--- config.mk ---
export PLATFORM = sky130hd
export DESIGN_NAME = simplez_cpu
export DESIGN_NICKNAME = d
export VERILOG_FILES = /design/src/rtl/simplez_pkg.sv /design/src/rtl/simplez_alu.sv /design/src/rtl/simplez_cpu.sv
export SDC_FILE = /design/constraint.sdc
export NUM_CORES = 1
export LEC_CHECK = 0
export BUFFER_PORTS_ARGS = -buffer_cell sky130_fd_sc_hd__buf_4
export CAP_MARGIN = 20
export CORE_ASPECT_RATIO = 0.5
export CORE_UTILIZATION = 30
export DETAILED_ROUTE_END_ITERATION = 8
export PLACE_DENSITY = 0.56
export SLEW_MARGIN = 30
export SYNTH_ARGS = -nofsm -noshare
export SYNTH_HDL_FRONTEND = slang
export SYNTH_SLANG_ARGS = --single-unit
--- constraint.sdc ---
create_clock -name clk -period 3.93 [get_ports clk]
set_clock_uncertainty 0.1 [all_clocks]
set_input_delay 0.1965 -clock clk [delete_from_list [all_inputs] [get_ports clk]]
set_output_delay 0.1965 -clock clk [all_outputs]
set_load 0.1 [all_outputs]
--- src/rtl/simplez_pkg.sv ---
// -----------------------------------------------------------------------------
// simplez_pkg
// Shared widths, opcode encodings and the FSM state type for the Simplez core.
// Instruction word layout: [11:9] opcode (CO), [8:0] address field (CD).
// -----------------------------------------------------------------------------
package simplez_pkg;

  localparam int WORD_W = 12;
  localparam int ADDR_W = 9;
  localparam int OP_W   = 3;

  typedef logic [OP_W-1:0]   opcode_t;
  typedef logic [WORD_W-1:0] word_t;
  typedef logic [ADDR_W-1:0] addr_t;

  localparam opcode_t OP_ST   = 3'o0;
  localparam opcode_t OP_LD   = 3'o1;
  localparam opcode_t OP_ADD  = 3'o2;
  localparam opcode_t OP_BR   = 3'o3;
  localparam opcode_t OP_BZ   = 3'o4;
  localparam opcode_t OP_CLR  = 3'o5;
  localparam opcode_t OP_DEC  = 3'o6;
  localparam opcode_t OP_HALT = 3'o7;

  // WAIT is only reachable when single-stepping is built in.
  typedef enum logic [1:0] {
    FETCH  = 2'd0,
    EXEC   = 2'd1,
    HALTED = 2'd2,
    WAIT   = 2'd3
  } state_t;

  function automatic opcode_t op_of(input word_t w);
    return w[WORD_W-1 -: OP_W];
  endfunction

  function automatic addr_t cd_of(input word_t w);
    return w[ADDR_W-1:0];
  endfunction

endpackage

--- src/rtl/simplez_alu.sv ---
// -----------------------------------------------------------------------------
// simplez_alu
// Combinational accumulator update for the instructions that write AC.
// Ports:
//   i_op      opcode of the instruction being executed
//   i_ac      current accumulator
//   i_operand memory word addressed by CD
//   o_ac      new accumulator value (LD/ADD/CLR/DEC); AC passes through otherwise
//   o_zero    1 when o_ac is zero
// All arithmetic wraps modulo 2^12.
// -----------------------------------------------------------------------------
module simplez_alu
  import simplez_pkg::*;
(
  input  opcode_t           i_op,
  input  logic [WORD_W-1:0] i_ac,
  input  logic [WORD_W-1:0] i_operand,
  output logic [WORD_W-1:0] o_ac,
  output logic              o_zero
);

  always_comb begin
    // NOTE: assign a default before the case so every path drives o_ac;
    // a missing branch would otherwise infer a latch.
    o_ac = i_ac;
    case (i_op)
      OP_LD:   o_ac = i_operand;
      OP_ADD:  o_ac = i_ac + i_operand;
      OP_CLR:  o_ac = '0;
      OP_DEC:  o_ac = i_ac - WORD_W'(1);
      default: o_ac = i_ac;
    endcase
  end

  assign o_zero = (o_ac == '0);

endmodule

--- src/rtl/simplez_cpu.sv ---
// -----------------------------------------------------------------------------
// simplez_cpu
// Simplez accumulator machine: two cycles per instruction (FETCH, EXEC) against
// a memory that registers reads and commits writes on the falling clock edge.
// Ports:
//   clk          system clock, CPU state changes on posedge
//   rst          asynchronous active-high reset
//   i_step       single-step request (only with SIMPLEZ_STEP_EN)
//   o_mem_addr   memory address (PC in FETCH/HALTED/WAIT, CD in EXEC)
//   o_mem_wr     memory write enable (EXEC of ST only)
//   o_mem_wdata  write data, always the accumulator
//   i_mem_rdata  memory read data, registered by memory at negedge
//   o_ac         accumulator
//   o_zf         zero flag
//   o_halt       high while halted
// Build option: define SIMPLEZ_STEP_EN to add i_step and the WAIT state, which
// parks the core after every EXEC until a rising edge on i_step.
// -----------------------------------------------------------------------------
module simplez_cpu
  import simplez_pkg::*;
(
  input  logic              clk,
  input  logic              rst,
`ifdef SIMPLEZ_STEP_EN
  input  logic              i_step,
`endif
  output logic [ADDR_W-1:0] o_mem_addr,
  output logic              o_mem_wr,
  output logic [WORD_W-1:0] o_mem_wdata,
  input  logic [WORD_W-1:0] i_mem_rdata,
  output logic [WORD_W-1:0] o_ac,
  output logic              o_zf,
  output logic              o_halt
);

  state_t              r_state;
  state_t              w_next_state;
  logic [ADDR_W-1:0]   r_pc;
  logic [WORD_W-1:0]   r_ac;
  logic                r_zf;
  logic [WORD_W-1:0]   r_ir;

  opcode_t             w_op;
  logic [ADDR_W-1:0]   w_cd;
  opcode_t             w_fetch_op;
  logic [WORD_W-1:0]   w_alu_ac;
  logic                w_alu_zero;

  assign w_op       = op_of(r_ir);
  assign w_cd       = cd_of(r_ir);
  // Opcode of the word arriving this FETCH, so HALT is recognised without an EXEC.
  assign w_fetch_op = op_of(i_mem_rdata);

`ifdef SIMPLEZ_STEP_EN
  logic r_step_d;
  logic w_step_rise;

  always_ff @(posedge clk or posedge rst) begin
    if (rst) r_step_d <= 1'b0;
    else     r_step_d <= i_step;
  end

  // A held-high step produces one rise only, so it releases one instruction.
  assign w_step_rise = i_step & ~r_step_d;
`endif

  simplez_alu u_alu (
    .i_op      (w_op),
    .i_ac      (r_ac),
    .i_operand (i_mem_rdata),
    .o_ac      (w_alu_ac),
    .o_zero    (w_alu_zero)
  );

  // State register.
  always_ff @(posedge clk or posedge rst) begin
    // NOTE: sequential state uses non-blocking assignments so every register
    // samples pre-edge values regardless of statement order.
    if (rst) r_state <= FETCH;
    else     r_state <= w_next_state;
  end

  // Next-state logic.
  always_comb begin
    w_next_state = r_state;
    case (r_state)
      FETCH:  w_next_state = (w_fetch_op == OP_HALT) ? HALTED : EXEC;
`ifdef SIMPLEZ_STEP_EN
      EXEC:   w_next_state = WAIT;
      WAIT:   w_next_state = w_step_rise ? FETCH : WAIT;
`else
      EXEC:   w_next_state = FETCH;
`endif
      HALTED: w_next_state = HALTED;
      default: w_next_state = FETCH;
    endcase
  end

  // Memory-side outputs; a reset drops r_state to FETCH at once, so o_mem_wr
  // falls before the memory's next negedge.
  always_comb begin
    o_mem_addr  = r_pc;
    o_mem_wr    = 1'b0;
    o_mem_wdata = r_ac;
    if (r_state == EXEC) begin
      o_mem_addr = w_cd;
      o_mem_wr   = (w_op == OP_ST);
    end
  end

  assign o_halt = (r_state == HALTED);
  assign o_ac   = r_ac;
  assign o_zf   = r_zf;

  // Datapath: IR and PC+1 at the FETCH edge, AC/zf/branch target at EXEC edge.
  always_ff @(posedge clk or posedge rst) begin
    if (rst) begin
      r_pc <= '0;
      r_ac <= '0;
      r_zf <= 1'b0;
      r_ir <= '0;
    end else begin
      case (r_state)
        FETCH: begin
          r_ir <= i_mem_rdata;
          r_pc <= r_pc + ADDR_W'(1);
        end
        EXEC: begin
          case (w_op)
            OP_BR: r_pc <= w_cd;
            OP_BZ: if (r_zf) r_pc <= w_cd;
            OP_LD, OP_ADD, OP_CLR, OP_DEC: begin
              r_ac <= w_alu_ac;
              r_zf <= w_alu_zero;
            end
            default: ;
          endcase
        end
        default: ;
      endcase
    end
  end

endmodule

---- Word-level counts from Yosys, hierarchy flattened ----
Index checks and enable logic that the tools add are counted.
storage, ports and cells
  flip-flop bits (word level) ............. 36
  bits in latches ......................... 0
  RAM bits ................................ 0
  memory bits (read-only) ................. 0
  logic and storage cells ................. 34
  memories kept ........................... 0
cells by class
  add/sub/neg operators ................... 3
  multiply operators ...................... 0
  div/mod/pow operators ................... 0
  $lt $le $gt $ge ......................... 0
  equal/unequal tests ..................... 11
  shift-type cells ........................ 0
  muxes and demuxes ....................... 8
  bitwise logic cells ..................... 0
  reduce and logical (&&, ||, !) cells .... 7
operators by type and width
  cell                     number
  $pmux W12 S4             1
  $pmux W9 S2              2
  $mux W9                  2
  $add A12 B12 Y12         1
  $eq A3 B3 Y1 const B     4
  $logic_not A12 Y1        1
  $sub A12 B1 Y12 const B  1
  $add A9 B1 Y9 const B    1
  $eq A3 B2 Y1 const B     2
  $pmux W2 S2              1
  $reduce_or A4 Y1         1
  $eq A3 B1 Y1 const B     1
  $logic_not A3 Y1         1
  $ne A3 B1 Y1 const B     1
  $ne A3 B3 Y1 const B     1
  $reduce_and A3 Y1        1
  $eq A2 B1 Y1 const B     1
  $eq A2 B2 Y1 const B     1
  $logic_not A2 Y1         1
  $mux W2                  1
  $reduce_and A2 Y1        1
  $reduce_bool A2 Y1       1
  $mux W1                  1

---- Longest topological paths before layout ----
Gate-level depths: netlist of run 1.
  depth in word-level cells ............... 3
  depth in mapped cells ................... 17
  depth with buffers taken out ............ 15

---- Modules after synthesis ----
A second synthesis of run 1 with hierarchy kept.
second synthesis, totals
  cell total of the unflattened synthesis .. 350
  area total of the unflattened synthesis .. 2996.6 um^2
modules (own cells, without submodules)
  module       instances  cells an instance  area each (um^2)  seq. area each (um^2)
  simplez_cpu  1          173                1790.5            900.9
  simplez_alu  1          177                1206.2            0.0

---- Worst setup path after synthesis of run 1 ----
OpenSTA, ideal clock, no wires.
  path kind ............................... register -> output
  start ................................... reg r_state[1]
  end ..................................... out o_mem_wr
  data arrival time ....................... 3.316 ns
  required time ........................... 3.634 ns
  slack ................................... 0.317 ns
  cell stages (with the launch flop) ...... 6
  path buffers ............................ 3
  cell sequence ........................... dfrtp_1 -> buf_2 -> or2b_1 -> clkbuf_1 -> clkbuf_1 -> nor3b_1
between the ends
  longest elaborated chain between the ends .. 2
ends and longest elaborated chain
  element                   line                RTL
  start: declaration        simplez_cpu.sv:36   state_t r_state;
  start signal: assignment  simplez_cpu.sv:80   else r_state <= w_next_state;
  $eq A2 B1 Y1              simplez_cpu.sv:105  if (r_state == EXEC) begin
  $mux W1                   simplez_cpu.sv:105
  end: declaration          simplez_cpu.sv:28   output logic o_mem_wr,
Every way passes these cells.

---- Final worst setup path of run 1 ----
  start ................................... reg r_ir[9]
  end ..................................... reg r_zf, in the netlist o_zf
between the ends
  longest elaborated chain between the ends .. 3
ends and longest elaborated chain
  element                                                        line                                   RTL
  start: declaration                                             simplez_cpu.sv:41                      logic [WORD_W-1:0] r_ir;
  start signal: assignment                                       simplez_cpu.sv:125                     r_ir <= i_mem_rdata;
  $eq A3 B3 Y1, or another cell as far along                     simplez_alu.sv:26, simplez_cpu.sv:129
  $pmux W12 S4 / $reduce_or A4 Y1 (equally long branches)        simplez_alu.sv:26, simplez_cpu.sv:129
  $logic_not A12 Y1 / $reduce_and A2 Y1 (equally long branches)  --
  end signal: assignment                                         simplez_cpu.sv:134                     r_zf <= w_alu_zero;
  end: declaration                                               simplez_cpu.sv:40                      logic r_zf;
Several ways; a longest one is shown, not always the timed one.
A chain may end at the register's enable or synchronous reset.

==> out/metrics.yaml, run 1 <==
placement:
  hpwl_microns: 5520
  routabilityCongestion: 0.896
  place_ws_ps: 489
  port_buffers: 49
setup_path:
  r2r-start: "r_ir[9]$_DFFE_PP0N_"
  r2r_slack_ps: 540
  cp.required_ps: 4060
  crit_path_end_kind: "flop"
  ff2ff_path_depth: 14
  critical_path.startpoint: "r_ir[9]$_DFFE_PP0N_"
  start_kind: "flop"
  r2r_end: "o_zf$_DFFE_PP0P_"
  criticalPathCategory: "reg -> reg"
  cp_max_fo: 12
  crit_arrival_ps: 3520
job:
  maxCapViolCount: 0
synth:
  syn_nets: 383
  synth_area_sq_um: 2860
  synth_edf_count: 0
  synth_area_per_cell_sq_um: 8.25
  ys.flop_type: "dfrtp_1"
  async_flop_share_pct: 100
  yosys_register_bits: 36
  synth_warnings: 0
  netlist_instances: 347
  synth_cell_types: 58
  ys_seq_area_share_pct: 31.5
layout:
  final_nets: 416
  final_common_cell: "nand2_1"
  areaGrowthSynthToFinish_pct: 19.5
  diodes: 0
  drive_gt1_share_pct: 21.8
  layout_common_cells: "nand2_1, buf_4, dfrtp_1"
clock_network:
  clk_pin_slew_ps: 60
  cts_buffer_depth: 2
  cts_setup_buffers: 0
  numCtsBuffers: 5
  root_buffer: "clkbuf_16"
  cts-htree-levels: 2
  cts_tree: "yes"
  clk_latency_ps: 290
  cts.sinks: 36
worst_hold_path:
  hp-start: "i_mem_rdata[11]"
  hold_class: "in -> reg"
  min_path_cells: 2
  hold_path_end: "r_state[0]$_DFF_PP0_"
sta:
  timing.final.crit_share_pct: 86.3
  hold_viol: 0
  rsz0062_at_grt: "false"
  setup_viol: 0
  drv_slew: 0
  fin_crit_ps: 3390
  setup_ws_ps: 540
  tightest_slew_ps: 834
  timing.fmax_ghz: 0.295
  relSlewSlack_pct: 44.4
  final.setup.tns_ps: 0
floorplan:
  die_w_microns: 140
  core_area_sq_um: 8980
  initial_core_util_pct: 31.9
  die_h_microns: 71.1
  num_rows: 24
  dieArea_sq_um: 9960
  ios: 50
detailed_routing:
  viasPerCell: 5.20
  drc_errors: 0
  avgRoutedWirePerCell_microns: 15.4
  num_vias: 2591
  first_pass_iters: 5
  drtIter0Drc: 165
  totalWireLength_microns: 7680
  antenna_left: 0
global_route:
  grt_pass1_vias: 2443
  grt_overflow: 0
  antenna_found_initial: 0
  grtUsageTotal_pct: 16.3
  grt_first_pass_wirelength_microns: 12700
  grt_max_degree: 37
outcome:
  status: "completed"
timing repair:
item                                   in CTS  in global routing
gates resized for setup                     0                  0
endpoints found under the hold margin      36                  0
hold buffers                                1                  0
setup endpoints to repair                   0                  0
cell type report:
cell class	count	area, sq um
inverters	13	48.8
clock buffers	5	125
flip-flops and latches	36	901
repair buffers	56	423
clock inverters	3	42.5
multi-input cells	268	1730
fillers	916	5560
well taps	117	146
synthesized netlist by cell type (all sizes together) (3+ instances only):
library cell / n / share of area, %
inv: 13 / 1.7
a21oi: 27 / 5.1
nand2b: 4 / 0.87
a221oi: 3 / 0.92
ha: 21 / 9.2
o211ai: 3 / 0.79
xnor2: 9 / 2.8
o22ai: 4 / 0.87
o21ai: 21 / 3.7
dfrtp: 36 / 31
nor3: 6 / 1.0
nor2b: 4 / 1.1
a22oi: 5 / 1.3
mux2: 10 / 3.9
nand3: 9 / 1.6
nor2: 22 / 2.9
clkbuf: 14 / 1.8
a31oi: 6 / 1.3
xor2: 5 / 1.5
and3: 3 / 0.66
nand2: 69 / 9.1
mux2i: 3 / 1.0
buf: 16 / 4.5
state kept, by name, indices dropped and copies added, names as in the netlist:
register / count
o_zf: 1
r_ir: 12
r_pc: 9
r_state: 2
o_ac: 12
routing by layer:
layer | track usage [%] | vias to the layer above | wire [microns]
met2 | 25.7 | 69 | 3410
met3 | 2.78 | 7 | 251
met1 | 23.4 | 1235 | 3960
li1 | - | 1280 | -
met4 | 3.66 | 0 | 65
met5 | 0 | - | 0
metrics by stage:
step	std cells	area [sq um]	hold slack [ps]	utilization, %
floorplan	347	2860	199	-
global placement	489	3240	261	36.1
detailed placement	489	3240	266	36.1
CTS	498	3420	56.8	38.1
global route	498	3420	78.6	38.1
finish	498	3420	66.0	38.1
critical path: stages, from the launching register on:
cell and delay, ps:
dfrtp_1 370, inv_1 80, ha_1 210, nand2_1 90
buf_4 170, nand2_1 110, fa_1 460, a211oi_1 260
o21ai_1 170, a21boi_1 190, xnor2_1 90, a21oi_1 260
nand3b_1 170, a2111oi_2 410, a22o_1 170
how the worst max path moves through the flow:
stage / end / slack (ps) / cells past startpoint
floorplan: o_mem_wr / 320 / 5
global placement: o_zf$_DFFE_PP0P_ / 460 / 14
detailed placement: o_zf$_DFFE_PP0P_ / 490 / 14
CTS: o_zf$_DFFE_PP0P_ / 550 / 14
global route: o_zf$_DFFE_PP0P_ / 240 / 14
finish: o_zf$_DFFE_PP0P_ / 540 / 14
kinds of logic after synthesis:
logic type               after synthesis  share of synthesized area, %
XOR/XNOR                              14                          4.28
buffers and inverters                 43                          8.04
multiplexers                          13                          4.98
adder cells (fa/ha/maj)               22                          9.88
flip-flops                            36                          31.5
AND/OR/NAND/NOR                      128                          20.3
AO/OA/AOI/OAI                         91                          21.1
Power of run 1 is left out: the tool's default activity adds up to more than one toggle a clock period on the data nets, which glitch-free logic cannot reach.
==> run 2, diff against run 1 <==
BUFFER_PORTS_ARGS = -buffer_cell sky130_fd_sc_hd__clkbuf_2   (was -buffer_cell sky130_fd_sc_hd__buf_4)
PLACE_DENSITY = default   (was 0.56)
PLACE_DENSITY_LB_ADDON = 0.08   (was default)
==> out/metrics.yaml, run 2 (synthesis results as in run 1) <==
placement:
  routabilityCongestion: 1.01  # was 0.896
  placed_area_sq_um: 3110  # was 3240 sq um
  hpwl_microns: 6200  # was 5520 microns
  port_buffers: 49  # unchanged
  place_ws_ps: 439  # was 489 ps
setup_path:
  cp.required_ps: 4000  # was 4060 ps
  crit_path_max_incr_delay_ps: 420  # was 460 ps
  worstPathCellList: "inv_1 -> ha_1 -> nand2_1 -> nand2_1 -> ha_1 -> inv_1 -> fa_1 -> a211oi_1 -> o21ai_1 -> a41oi_1 -> mux2i_1 -> nand3b_1 -> and3b_1 -> a22o_1"  # was inv_1 -> ha_1 -> nand2_1 -> buf_4 -> nand2_1 -> fa_1 -> a211oi_1 -> o21ai_1 -> a21boi_1 -> xnor2_1 -> a21oi_1 -> nand3b_1 -> a2111oi_2 -> a22o_1
  start_kind: "flop"  # unchanged
  cp_slowest_cell: "fa_1"  # unchanged
  path_delay_family: "compound AO/OA/AOI/OAI gates"  # unchanged
  criticalPathCategory: "reg -> reg"  # unchanged
  crit_arrival_ps: 3550  # was 3520 ps
  path_buf_inv: 2  # unchanged
  cp_max_fo: 6  # was 12
  crit_path_end_kind: "flop"  # unchanged
detailed_routing:
  drc_errors: 0  # unchanged
  num_vias: 2595  # was 2,591
  totalWireLength_microns: 8330  # was 7680 microns
  antenna_left: 0  # unchanged
  viasPerCell: 5.22  # was 5.20
  avgRoutedWirePerCell_microns: 16.8  # was 15.4 microns
  drtIter0Drc: 165  # unchanged
  first_pass_iters: 7  # was 5
clock_network:
  clk_latency_ps: 290  # about the same
  cts_buffer_depth: 2  # unchanged
  clk_pin_slew_ps: 60  # about the same
  cts_tree: "yes"  # unchanged
  numCtsBuffers: 5  # unchanged
  cts.repair.resized: 0  # unchanged
  root_buffer: "clkbuf_16"  # unchanged
  holdBufCountCts: 1  # unchanged
  cts_setup_buffers: 0  # unchanged
  cts-htree-levels: 2  # unchanged
  cts.sinks: 36  # unchanged
sta:
  tightest_slew_ps: 853  # was 834 ps
  final.setup.tns_ps: 0  # unchanged
  setup_ws_ps: 451  # was 540 ps
  drv_slew: 0  # unchanged
  hold_viol: 0  # unchanged
  setup_viol: 0  # unchanged
  rsz0062_at_grt: "false"  # unchanged
  hold_ws_ps: 133  # was 66.0 ps
  timing.final.crit_share_pct: 88.5  # was 86.3%
  timing.fmax_ghz: 0.287  # was 0.295 GHz
  relSlewSlack_pct: 43.1  # was 44.4%
  fin_crit_ps: 3480  # was 3390 ps
global_route:
  grt_overflow: 0  # unchanged
  grtUsageTotal_pct: 17.5  # was 16.3%
  grt_pass1_vias: 2481  # was 2,443
  grt_max_degree: 37  # unchanged
  antenna_found_initial: 0  # unchanged
  grt_first_pass_wirelength_microns: 13400  # was 12,700 microns
layout:
  areaGrowthSynthToFinish_pct: 14.9  # was 19.5%
  drive_gt1_share_pct: 21.6  # was 21.8%
  final_nets: 415  # was 416
  diodes: 0  # unchanged
  regArea_sq_um: 901  # unchanged
  design_area_sq_um: 3290  # was 3420 sq um
  multi_input_area_sq_um: 1730  # unchanged
  final_common_cell: "nand2_1"  # unchanged
  layout_common_cells: "nand2_1, clkbuf_2, dfrtp_1"  # was nand2_1, buf_4, dfrtp_1
  fillers: 939  # was 916
floorplan:
  die_w_microns: 140  # unchanged
  initial_core_util_pct: 31.9  # unchanged
  num_rows: 24  # unchanged
  ios: 50  # unchanged
  die_h_microns: 71.1  # unchanged
  dieArea_sq_um: 9960  # unchanged
  core_area_sq_um: 8980  # unchanged
job:
  maxCapViolCount: 0  # unchanged
outcome:
  status: "completed"  # unchanged
worst_hold_path:
  hold_class: "in -> reg"  # unchanged
run 2: cell type report:
type / instances / area share [%]
sequential: 36 / 27.4
multi-input combinational: 268 / 52.7
timing repair buffer: 55 / 8.90
clock buffer: 5 / 3.80
clock inverter: 3 / 1.29
inverter: 13 / 1.48
tap: 117 / 4.45
run 2: stage by stage:
step,utilization (%),cells
2_1_floorplan,-,347
3_3_place_gp,34.6,488
3_5_place_dp,34.6,488
4_1_cts,36.6,497
5_1_grt,36.6,497
6_report,36.6,497
run 2: routing by layer:
metal  up-vias  routed length, microns  GRT usage [%]
li1       1278                       -              -
met3         2                     392           3.93
met4         0                      26           3.30
met5         -                       0              0
met1      1256                    4430           25.9
met2        59                    3480           25.7
run 2: worst register-to-register path: stages, from the launching register on:
cell,delay (ps)
dfrtp_1,400
inv_1,100
ha_1,170
nand2_1,130
nand2_1,110
ha_1,160
inv_1,50
fa_1,420
a211oi_1,310
o21ai_1,200
a41oi_1,280
mux2i_1,340
nand3b_1,200
and3b_1,200
a22o_1,200
run 2: worst paths after layout:
path / startpoint / endpoint / slack (ps) / depth (start not counted)
worst max-delay path: r_ir[9]$_DFFE_PP0N_ / o_zf$_DFFE_PP0P_ / 450 / 14
worst min-delay path: i_mem_rdata[4] / r_ir[4]$_DFFE_PP0N_ / 130 / 2
worst max register to register: r_ir[9]$_DFFE_PP0N_ / o_zf$_DFFE_PP0P_ / 450 / 14
worst min register to register: r_ir[0]$_DFFE_PP0N_ / r_ir[0]$_DFFE_PP0N_ / 420 / 1
max in group asynchronous: rst / o_ac[7]$_DFFE_PP0P_ / 2920 / 4
min in group asynchronous: rst / o_ac[2]$_DFFE_PP0P_ / 460 / 4
Power of run 2 is left out for the same reason.
